[config.mk]
export PLATFORM = sky130hd
export DESIGN_NAME = zero_detect_frame
export DESIGN_NICKNAME = d
export VERILOG_FILES = /design/src/rtl/zero_detect_frame.sv
export SDC_FILE = /design/constraint.sdc
export NUM_CORES = 1
export LEC_CHECK = 0
export CORE_UTILIZATION = 44
export CTS_CLUSTER_DIAMETER = 40
export DETAILED_ROUTE_END_ITERATION = 10
export PLACE_DENSITY = 0.77
export RECOVER_POWER = 50
export SLEW_MARGIN = 30
export SYNTH_ARGS = -nofsm -noshare
export SYNTH_HDL_FRONTEND = slang
export SYNTH_SLANG_ARGS = --single-unit
export TNS_END_PERCENT = 1
[constraint.sdc]
create_clock -name clk -period 2.3 [get_ports clk]
set_input_delay 0.575 -clock clk [delete_from_list [all_inputs] [get_ports clk]]
set_output_delay 0.575 -clock clk [all_outputs]
set_load 0.02 [all_outputs]
[src/rtl/zero_detect_frame.sv]
// zero_detect_frame: per-word zero detection, leading-zero count, a
// saturating run length of consecutive zero words, and a per-frame
// "all words were zero" result.  Every result is registered, so each
// accepted word produces its outputs one cycle after it is presented.
module zero_detect_frame #(
  parameter int WIDTH = 8,
  parameter int CNT_W = 8,
  localparam int LZW = $clog2(WIDTH + 1)
) (
  input  logic             clk,
  input  logic             rst,
  input  logic             in_valid,
  input  logic             in_last,
  input  logic [WIDTH-1:0] a,
  output logic             out_valid,
  output logic             y,
  output logic [LZW-1:0]   lzc,
  output logic             frame_valid,
  output logic             frame_zero,
  output logic [CNT_W-1:0] zero_run
);

  typedef enum logic {
    IDLE     = 1'b0,
    IN_FRAME = 1'b1
  } frame_state_t;

  frame_state_t   state;
  logic           acc;
  logic           is_zero;
  logic [LZW-1:0] lzc_next;
  logic           found_one;

  assign is_zero = (a == '0);

  // Leading-zero count: scan from the MSB and stop at the first set bit;
  // an all-zero word falls through with a count of WIDTH.
  always_comb begin
    lzc_next  = LZW'(WIDTH);
    found_one = 1'b0;
    for (int i = WIDTH - 1; i >= 0; i--) begin
      if (!found_one && a[i]) begin
        lzc_next  = LZW'(WIDTH - 1 - i);
        found_one = 1'b1;
      end
    end
  end

  // Word-level result registers; y/lzc/zero_run only move on an accepted word.
  always_ff @(posedge clk) begin
    if (rst) begin
      out_valid <= 1'b0;
      y         <= 1'b0;
      lzc       <= '0;
      zero_run  <= '0;
    end else begin
      out_valid <= in_valid;
      if (in_valid) begin
        y   <= is_zero;
        lzc <= lzc_next;
        if (!is_zero) begin
          zero_run <= '0;
        end else if (zero_run != '1) begin
          zero_run <= zero_run + 1'b1;
        end
      end
    end
  end

  // Frame tracker: acc ANDs together the zero flags of every word in the
  // current frame; the in_last word emits a one-cycle result pulse.
  always_ff @(posedge clk) begin
    if (rst) begin
      state       <= IDLE;
      acc         <= 1'b1;
      frame_valid <= 1'b0;
      frame_zero  <= 1'b0;
    end else begin
      frame_valid <= 1'b0;
      if (in_valid) begin
        case (state)
          IDLE: begin
            if (in_last) begin
              frame_valid <= 1'b1;
              frame_zero  <= is_zero;
              acc         <= 1'b1;
            end else begin
              acc   <= is_zero;
              state <= IN_FRAME;
            end
          end
          IN_FRAME: begin
            if (in_last) begin
              frame_valid <= 1'b1;
              frame_zero  <= acc & is_zero;
              acc         <= 1'b1;
              state       <= IDLE;
            end else begin
              acc <= acc & is_zero;
            end
          end
          default: begin
            state <= IDLE;
            acc   <= 1'b1;
          end
        endcase
      end
    end
  end

endmodule

Word-level counts from Yosys, hierarchy flattened. Cells that the tools add are included.

Bits in registers: 18. Input bits: 12. Output and inout bits: 16. Logic and storage cells: 59.

Add/subtract/negate cells: 1. Equal/unequal tests: 4. Muxes and demuxes: 25. Bitwise logic cells: 3. Reductions and logical operators: 18.

Operators by type and width (count): $mux W4 (8); $mux W8 (2); $mux W1 (13); $add A8 B1 Y8 const B (1); $logic_not A8 Y1 (1); $ne A8 B8 Y1 const B (1); $logic_and A1 B1 Y1 (7); $logic_not A1 Y1 (7); $ne A2 B2 Y1 const B (2); $pmux W1 S2 (2); $reduce_and A3 Y1 (1); $ne A2 B1 Y1 const B (1); $not A1 Y1 (2); $reduce_and A2 Y1 (1); $reduce_or A2 Y1 (1); $and A1 B1 Y1 (1).

Depth between registers and ports, before layout. Gate-level depths: netlist (run 1).

Depth after elaboration: 22. Mapped depth: 5. Mapped depth without buffers: 5.

Worst setup path after synthesis (run 1). OpenSTA, ideal clock, no wires.

Kind: input to register. Start: input a[3]. End: register zero_run[4]. Arrival time: 1.901 ns. Required time: 2.177 ns. Path slack: 0.276 ns. Cell stages on the path: 5. Cells stage by stage: or4_4 > buf_6 > o41ai_4 > or3_2 > a21oi_2.

Word-level cells in the longest chain between the ends: 3.

RTL lines: from (decl) (line 14) `input logic [WIDTH-1:0] a,`; $logic_not A8 Y1 (*) (line 34) `assign is_zero = (a == '0);`; $ne A2 B1 Y1 (no line); $reduce_and A2 Y1 (no line); to (signal assigned) (line 64) `zero_run <= zero_run + 1'b1;`; to (decl) (line 20) `output logic [CNT_W-1:0] zero_run`.

Mark *: on every way between the ends. The rest lies on a longest branch, timed or not. A chain may end at the register's enable or synchronous reset.

Worst setup path after layout (run 1).
Start: input a[5]. End: register zero_run[5].

Same word-level chain as after synthesis.

==> metrics.txt, run 1 <==
Pwr per Cell Area 472 mW/mm²; area of the multi-input gates 465 µm²; total number of vias 901; clk buf depth 2; GRT overflow 0; hold path cells 2; Total Wirelength 2090 µm; Fillers 152; final hold vios 0; Worst EP arrival 2.39 ns; WL met1 914 µm; sw frac 0.238; clock skew 0.00161 ns; vias in the first global route 835; RSZ-0062 raised after global routing no; Post-Syn Instances 96; clk sinks 18; FF-to-FF Start zero_run[0]; number of synthesized register bits 18; Clock power frac 0.327; area grow syn2layout 49.1%; Cell Area, Synth 863 µm²; CTS tree done; Highest Signal Layer met4; Ys Warns 0; area leader, netlist dfxtp_1; Rel. slew slack 0.775; Leakage 0.508 nW; worst r2r path cells 6; Max rail drop VDD 0.333 mV; reg2reg end zero_run[6]; core area 0.00178 mm²; post-synthesis simple-gate area fraction 0.307; Seq pwr share 0.529; adder-cell share of the synthesized area 0.0145; Seq/Total Area, Yosys 0.417; global-route wire length before repair 3450 µm; Critical Path Start Type primary input; number of I/O port buffers 27; Final ANT Viol Nets 0; Tot Pwr 608 µW; Synth Area per Inst 8.99 µm²; Mapped Nets 109; Worst EP required 2.48 ns; Synth Area in Compound Gates 0.206; most frequent cells in the layout 18 x dfxtp_1, 15 x clkdlybuf4s50_1, 15 x buf_4; Switching Power 145 µW; P_int 463 µW; R2R setup slack 0.46 ns; # diodes 0; die width 46.3 µm; initial antenna violation count 0; most common cell after layout, fill and taps aside dfxtp_1; layout cell share with drive strength beyond 1 0.194; worst-margin pin slew 0.335 ns; row cnt 15; Root Driver clkbuf_4; Util after Layout 0.722; CP Capture Type flop; Synth Flop Type dfxtp_1; final-report setup violation count 0; CP Max Fanout 6; final period utilization 0.962; mux share of post-synthesis cell area 0.0116; post-synth cell types 34; Detail Placement HPWL 1590 µm; Final min period 2.21 ns; setup bufs post-CTS 0; Clk pin slew, worst setup/hold paths 0.11 ns; largest net degree at the start of global routing 12; WL met2 1000 µm; Inserted Clock Buffers 3; Pins Over Slew Limit 0; largest family of logic cells by synthesized area simple AND/OR/NAND/NOR gates; Worst Hold Class flop to flop; Hold Crit Start frame_zero; GPL Wtd Cong 0.822; worst hold endpoint frame_zero; Gate power share 0.144; DRC 0; final net count 153; Die Y-Extent 46.3 µm; I/O pin count 28; DR WL met3 127 µm; post-CTS resize count 0; Die ar. 0.00214 mm²; Area contributors post-synth dfxtp_1 42%, a21oi_1 7.0%, nor2_1 5.2%; vias per std cell 5.49; Pre-Repair DR Iteration Count 4; H-tree depth 1; Fmax 452 MHz; Post-Synth XOR/XNOR Area 0; Iter 0 DRT Violations 29; asr flop ratio synth 0; Tot GR Track Use 0.227; clk_lat worst skew 0.29 ns; total of max-cap violations 0; Crit Path Class primary input to flop; FF+latch area 360 µm²; Initial Utilization 0.484; Post-synth EDFFs 0; Yosys top cell area share 0.417; run status finished, final reports clean; hold_buf cts 0; drt wl/cell 12.7 µm
## per-stage QoR
| stage | std cells | hold WS (ns) | setup slack (ns) | setup TNS (ns) | cell area (µm²) |
|---|---|---|---|---|---|
| 2_1_floorplan | 96 | 0.482 | 0.276 | 0 | 863 |
| 3_3_place_gp | 160 | 0.446 | -0.143 | -0.984 | 1250 |
| 3_5_place_dp | 160 | 0.450 | -0.195 | -1.42 | 1250 |
| 4_1_cts | 164 | 0.468 | 0.104 | 0 | 1290 |
| 5_1_grt | 164 | 0.487 | 0.0190 | 0 | 1290 |
| 6_report | 164 | 0.459 | 0.0871 | 0 | 1290 |
## state kept, by name (all words and copies together), names as in the netlist
| register | count |
|---|---|
| out_valid | 1 |
| frame_valid | 1 |
| state | 1 |
| zero_run | 8 |
| frame_zero | 1 |
| y | 1 |
| acc | 1 |
| lzc | 4 |
## synth_stat cells (2+ instances only)
cell / count
nand2b_1: 5
or4_1: 2
or3_1: 2
or4_4: 2
buf_6: 2
o21ai_0: 3
clkbuf_1: 2
inv_1: 2
a21oi_1: 12
nand3_1: 3
nand2_1: 6
o31ai_1: 3
nor2_1: 12
nand4_1: 3
dfxtp_1: 18
## worst max-delay path, stage by stage
cell,delay [ns]
clkdlybuf4s50_1,0.43
or4_4,0.58
buf_4,0.17
nor4_4,0.37
or4_1,0.18
a21oi_1,0.07
## cell type report
cell class / count / share of cell area
repair buffers: 43 / 0.300
well taps: 25 / 0.0243
flip-flops and latches: 18 / 0.280
clock buffers: 4 / 0.0282
inverters: 2 / 0.00583
multi-input cells: 72 / 0.362
## power by group through the flow
| stage | sequential, mW | clock [mW] | combinational, mW |
|---|---|---|---|
| CTS | 0.322 | 0.201 | 0.0905 |
| floorplan | 0.334 | 0 | 0.0308 |
| global route | 0.322 | 0.213 | 0.0957 |
| detailed placement | 0.329 | 0 | 0.0902 |
| global placement | 0.329 | 0 | 0.0882 |
| finish | 0.321 | 0.199 | 0.0876 |
## worst max-delay path by stage
stage               from          end  cells after the start
floorplan           a[3]  zero_run[4]                      5
global placement    a[5]  zero_run[0]                      5
detailed placement  a[5]  zero_run[3]                      6
CTS                 a[5]  zero_run[5]                      6
global route        a[5]  zero_run[3]                      6
finish              a[5]  zero_run[5]                      6
## kinds of logic (layout without fill, tap and decap cells)
group                    after synthesis  count (layout)
AO/OA/AOI/OAI                         26              26
AND/OR/NAND/NOR                       44              44
adder cells (fa/ha/maj)                1               1
multiplexers                           1               1
buffers and inverters                  6              49
flip-flops                            18              18
## metal layers
metal | GRT usage | vias to the layer above
met5 | 0 | -
met4 | 0.0941 | 0
met3 | 0.0392 | 6
met2 | 0.397 | 45
met1 | 0.269 | 408
li1 | - | 442
Power figures use the tool's default switching activity.
==> run 2, diff against run 1 <==
--- a/config.mk
+++ b/config.mk
@@ -6,8 +6,9 @@
 export NUM_CORES = 1
 export LEC_CHECK = 0
 export CORE_UTILIZATION = 44
-export CTS_CLUSTER_DIAMETER = 40
+export CTS_CLUSTER_DIAMETER = 120
 export DETAILED_ROUTE_END_ITERATION = 10
+export GPL_TIMING_DRIVEN = 0
 export PLACE_DENSITY = 0.77
 export RECOVER_POWER = 50
 export SLEW_MARGIN = 30
==> metrics.txt, run 2 (synthesized netlist as in run 1, its figures left out) <==
run status finished, final reports clean (unchanged); total of max-cap violations 0 (unchanged); setup bufs post-CTS 0 (unchanged); Gate power share 0.120 (was 0.144); area of the multi-input gates 469 µm² (was 465 µm²); Switching Power 142 µW (was 145 µW); Inserted Clock Buffers 3 (unchanged); biggest regs zero_run (8), lzc (4) (unchanged); Final ANT Viol Nets 0 (unchanged); Critical Path Start Type primary input (unchanged); clk buf depth 2 (unchanged); row cnt 15 (unchanged); drt wl/cell 12.3 µm (was 12.7 µm); GRT overflow 0 (unchanged); Detail Placement HPWL 1380 µm (was 1590 µm); Crit Path Class primary input to flop (unchanged); final-report setup violation count 0 (unchanged); Finished Cell Area 0.00119 mm² (was 0.00129 mm²); Die ar. 0.00214 mm² (unchanged); clk sinks 18 (unchanged); post-CTS resize count 0 (unchanged); initial antenna violation count 0 (unchanged); Total Wirelength 1850 µm (was 2090 µm); I/O pin count 28 (unchanged); final period utilization 0.978 (was 0.962); Pre-Repair DR Iteration Count 3 (was 4); Worst EP arrival 2.43 ns (was 2.39 ns); Rel. slew slack 0.677 (was 0.775); core area 0.00178 mm² (unchanged); most frequent cells in the layout 18 x dfxtp_1, 18 x clkdlybuf4s50_1, 12 x nor2_1, 12 x a21oi_1, 8 x dlygate4sd3_1 (was 18 x dfxtp_1, 15 x clkdlybuf4s50_1, 15 x buf_4); hold_ws 0.458 ns (was 0.459 ns); Tot Pwr 592 µW (was 608 µW); Final min period 2.25 ns (was 2.21 ns); Initial Utilization 0.484 (unchanged); Seq pwr share 0.542 (was 0.529); final hold vios 0 (unchanged); Fmax 445 MHz (was 452 MHz); hold_buf cts 0 (unchanged); GPL Wtd Cong 0.717 (was 0.822); clk_lat worst skew 0.31 ns (was 0.29 ns); Iter 0 DRT Violations 9 (was 29); Worst Hold Class flop to flop (unchanged); Die Y-Extent 46.3 µm (unchanged); die width 46.3 µm (unchanged); sw frac 0.239 (was 0.238); H-tree depth 1 (unchanged); area grow syn2layout 37.5% (was 49.1%); DRC 0 (unchanged); # diodes 0 (unchanged); total number of vias 836 (was 901); Clk pin slew, worst setup/hold paths 0.10 ns (was 0.11 ns); clock skew 0.00829 ns (was 0.00161 ns); CP Max Fanout 8 (was 6); FF+latch area 360 µm² (unchanged); Leakage 0.434 nW (was 0.508 nW); worst-margin pin slew 0.485 ns (was 0.335 ns); Clock power frac 0.337 (was 0.327); RSZ-0062 raised after global routing yes (was no); Root Driver clkbuf_4 (unchanged); vias per std cell 5.54 (was 5.49); largest net degree at the start of global routing 11 (was 12); CP Capture Type flop (unchanged); number of I/O port buffers 26 (was 27); Worst EP required 2.48 ns (about the same); Fillers 157 (was 152); Largest Register zero_run (unchanged); Max rail drop VDD 0.320 mV (was 0.333 mV); final net count 140 (was 153); layout cell share with drive strength beyond 1 0.111 (was 0.194); CTS tree done (unchanged); P_int 451 µW (was 463 µW); global-route wire length before repair 3060 µm (was 3450 µm); Pwr per Cell Area 499 mW/mm² (was 472 mW/mm²); Tot GR Track Use 0.205 (was 0.227); Pins Over Slew Limit 0 (unchanged); vias in the first global route 725 (was 835); max FFs per register 8 (unchanged); area of placed instances 0.00115 mm² (was 0.00125 mm²)
[run 2: cell count changes in the layout (fill, tap and decap cells not counted), sizes merged]
| cell | before | now |
|---|---|---|
| buf | 15 | 1 |
| dlygate4sd3 | 12 | 8 |
| clkdlybuf4s50 | 15 | 18 |
| clkbuf | 5 | 7 |
[run 2: final timing paths]
check,cells past startpoint,startpoint,slack [ns],to
hold reg to reg,2,frame_zero,0.46,frame_zero
setup / recovery,5,a[4],0.05,zero_run[0]
hold / removal,2,frame_zero,0.46,frame_zero
setup reg to reg,5,zero_run[0],0.53,zero_run[0]
[run 2: stage by stage]
| step | setup WS [ns] | TNS [ns] | instances | utilization |
|---|---|---|---|---|
| finish | 0.0505 | 0 | 151 | 0.666 |
| floorplan | 0.276 | 0 | 96 | - |
| global route | -0.0285 | -0.0591 | 151 | 0.666 |
| global placement | -0.276 | -1.95 | 147 | 0.648 |
| detailed placement | -0.294 | -2.17 | 147 | 0.648 |
| CTS | 0.0430 | 0 | 151 | 0.668 |
[run 2: layout make-up]
cell class	count	area share
tap	25	0.0263
inverter	2	0.00632
timing repair buffer	26	0.219
multi-input combinational	72	0.395
clock buffer	4	0.0306
sequential	18	0.303
buffer	4	0.0190
[run 2: layer usage]
| layer | track usage | part of all wire | up-vias |
|---|---|---|---|
| met1 | 0.246 | 0.44 | 389 |
| met3 | 0.0471 | 0.045 | 5 |
| met5 | 0 | 0 | - |
| met4 | 0.106 | 0.025 | 0 |
| met2 | 0.338 | 0.49 | 27 |
| li1 | - | - | 415 |
[run 2: worst max-delay path: stages]
cell	delay, ns
clkdlybuf4s50_1	0.46
or4_4	0.59
o41ai_4	0.56
or4_1	0.18
a21oi_1	0.06
[run 2: power by group through the flow]
stage | Clock, mW | Sequential (mW) | Combinational (mW)
after floorplan | 0 | 0.334 | 0.0308
after global placement | 0 | 0.328 | 0.0716
after detailed placement | 0 | 0.328 | 0.0731
after CTS | 0.204 | 0.321 | 0.0736
after global routing | 0.213 | 0.322 | 0.0786
final | 0.200 | 0.321 | 0.0712
==> run 3, diff against run 2 <==
--- a/config.mk
+++ b/config.mk
@@ -5,12 +5,14 @@
 export SDC_FILE = /design/constraint.sdc
 export NUM_CORES = 1
 export LEC_CHECK = 0
+export CORE_MARGIN = 2
 export CORE_UTILIZATION = 44
 export CTS_CLUSTER_DIAMETER = 120
 export DETAILED_ROUTE_END_ITERATION = 10
 export GPL_TIMING_DRIVEN = 0
 export PLACE_DENSITY = 0.77
 export RECOVER_POWER = 50
+export REMOVE_ABC_BUFFERS = 1
 export SLEW_MARGIN = 30
 export SYNTH_ARGS = -nofsm -noshare
 export SYNTH_HDL_FRONTEND = slang
==> metrics.txt, run 3 (synthesized netlist as in run 1, its figures left out) <==
Initial Utilization 0.454 (was 0.484); Largest Register zero_run (unchanged); FF-to-FF Start zero_run[0] (unchanged); GPL Wtd Cong 0.780 (was 0.717); buffers and inverters on the worst path 2 (was 1); area of the multi-input gates 465 µm² (was 469 µm²); Total Wirelength 1700 µm (was 1850 µm); biggest regs zero_run (8), lzc (4) (unchanged); Rel. slew slack 0.462 (was 0.677); max FFs per register 8 (unchanged); largest net degree at the start of global routing 20 (was 11); Switching Power 136 µW (was 142 µW); Critical Path Start Type primary input (unchanged); area of placed instances 0.00114 mm² (was 0.00115 mm²); Pre-Repair DR Iteration Count 4 (was 3); RSZ-0062 raised after global routing no (was yes); CP startpoint a[3] (was a[4]); Worst Hold Class flop to flop (unchanged); area grow syn2layout 36.1% (was 37.5%); Final ANT Viol Nets 0 (unchanged); H-tree depth 1 (unchanged); Clk pin slew, worst setup/hold paths 0.10 ns (about the same); final-report setup violation count 0 (unchanged); Fmax 463 MHz (was 445 MHz); initial antenna violation count 0 (unchanged); Detail Placement HPWL 1290 µm (was 1380 µm); Root Driver clkbuf_4 (unchanged); clk buf depth 2 (unchanged); worst-margin pin slew 0.807 ns (was 0.485 ns); most frequent cells in the layout 18 x dfxtp_1, 16 x clkdlybuf4s50_1, 12 x nor2_1, 12 x a21oi_1, 10 x dlygate4sd3_1 (was 18 x dfxtp_1, 18 x clkdlybuf4s50_1, 12 x nor2_1, 12 x a21oi_1, 8 x dlygate4sd3_1); hold_ws 0.467 ns (was 0.458 ns); core area 0.00190 mm² (was 0.00178 mm²); Die ar. 0.00233 mm² (was 0.00214 mm²); crit-path leading delay family simple AND/OR/NAND/NOR gates (unchanged); Pins Over Slew Limit 0 (unchanged); total of max-cap violations 0 (unchanged); Seq pwr share 0.549 (was 0.542); slowest stage delay, CP 0.62 ns (was 0.59 ns); clk_lat worst skew 0.30 ns (was 0.31 ns); Clock power frac 0.334 (was 0.337); final net count 138 (was 140); FF+latch area 360 µm² (unchanged); Final min period 2.16 ns (was 2.25 ns); final setup TNS 0 ns (unchanged); CTS tree done (unchanged); final period utilization 0.940 (was 0.978); Hold Crit Start frame_zero (unchanged); final hold vios 0 (unchanged); Die Y-Extent 48.3 µm (was 46.3 µm); Leakage 0.432 nW (was 0.434 nW); worst path cell trace clkdlybuf4s50_1 -> or4_4 -> o41ai_4 -> buf_4 -> or4_1 -> a21oi_1 (was clkdlybuf4s50_1 -> or4_4 -> o41ai_4 -> or4_1 -> a21oi_1); Fillers 163 (was 157); Inserted Clock Buffers 3 (unchanged); slowest cell on the critical path or4_4 (unchanged); Finished Cell Area 0.00117 mm² (was 0.00119 mm²); vias per std cell 5.38 (was 5.54); die width 48.3 µm (was 46.3 µm); Worst EP arrival 2.34 ns (was 2.43 ns); Gate power share 0.118 (was 0.120); global-route wire length before repair 2710 µm (was 3060 µm); drt wl/cell 11.2 µm (was 12.3 µm); Pwr per Cell Area 498 mW/mm² (was 499 mW/mm²); CP Capture Type flop (unchanged); total number of vias 813 (was 836); hold_buf cts 0 (unchanged); CP Max Fanout 8 (unchanged); Crit Path Class primary input to flop (unchanged); layout cell share with drive strength beyond 1 0.105 (was 0.111); P_int 449 µW (was 451 µW); sw frac 0.233 (was 0.239); # diodes 0 (unchanged); I/O pin count 28 (unchanged); clock skew 0.00435 ns (was 0.00829 ns); GRT overflow 0 (unchanged); vias in the first global route 663 (was 725); row cnt 16 (was 15); clk sinks 18 (unchanged); Worst EP required 2.47 ns (was 2.48 ns); Iter 0 DRT Violations 7 (was 9); run status finished, final reports clean (unchanged); number of I/O port buffers 27 (was 26); DRC 0 (unchanged); Max rail drop VDD 0.296 mV (was 0.320 mV); Tot GR Track Use 0.168 (was 0.205); most common cell after layout, fill and taps aside dfxtp_1
==> run 3: changes by cell type in the layout (fill, tap and decap cells not counted), sizes merged <==
cell	before	now
clkbuf	7	5
clkdlybuf4s50	18	16
dlygate4sd3	8	10
==> run 3: final cells by class <==
type / count / area share
inverters: 2 / 0.00639
multi-input cells: 72 / 0.396
clock buffers: 4 / 0.0309
flip-flops and latches: 18 / 0.307
well taps: 27 / 0.0288
repair buffers: 28 / 0.231
==> run 3: power groups by stage <==
stage / clock [mW] / sequential [mW] / combinational, mW
6_report: 0.195 / 0.321 / 0.0690
5_1_grt: 0.214 / 0.322 / 0.0746
4_1_cts: 0.198 / 0.321 / 0.0711
3_5_place_dp: 0 / 0.328 / 0.0705
3_3_place_gp: 0 / 0.328 / 0.0694
2_1_floorplan: 0 / 0.334 / 0.0224
==> run 3: final timing paths <==
kind                                    end  slack [ns]  cells after the start
worst max-delay path            zero_run[0]        0.14                      6
worst max register to register  zero_run[6]        0.43                      6
worst min-delay path             frame_zero        0.47                      2
worst min register to register   frame_zero        0.47                      2
==> run 3: stage by stage <==
step	setup slack (ns)	cells	util	power (mW)
floorplan	0.316	92	-	0.356
global placement	-0.254	146	0.598	0.398
detailed placement	-0.281	146	0.598	0.399
CTS	0.0322	150	0.617	0.590
global route	0.0604	151	0.618	0.611
finish	0.139	151	0.618	0.585
==> run 3: worst register-to-register path, cell delays in order (launching register included) <==
cell and delay (ns):
dfxtp_1 0.36, ha_1 0.25, nand3_1 0.20, o41ai_4 0.10, buf_4 0.20, or4_2 0.53
a21oi_1 0.16
==> run 3: repair_timing <==
item	in CTS	in global routing
buffers inserted	0	1
endpoints found under the setup margin	0	4
gates resized for setup	0	2
==> run 3: per-layer routing <==
layer  track usage  up-vias  routed length, µm
met5             0        -                  0
met4        0.0811        0                 38
met3        0.0444        5                 98
met2         0.284       23                798
met1         0.196      372                762
li1              -      413                  -
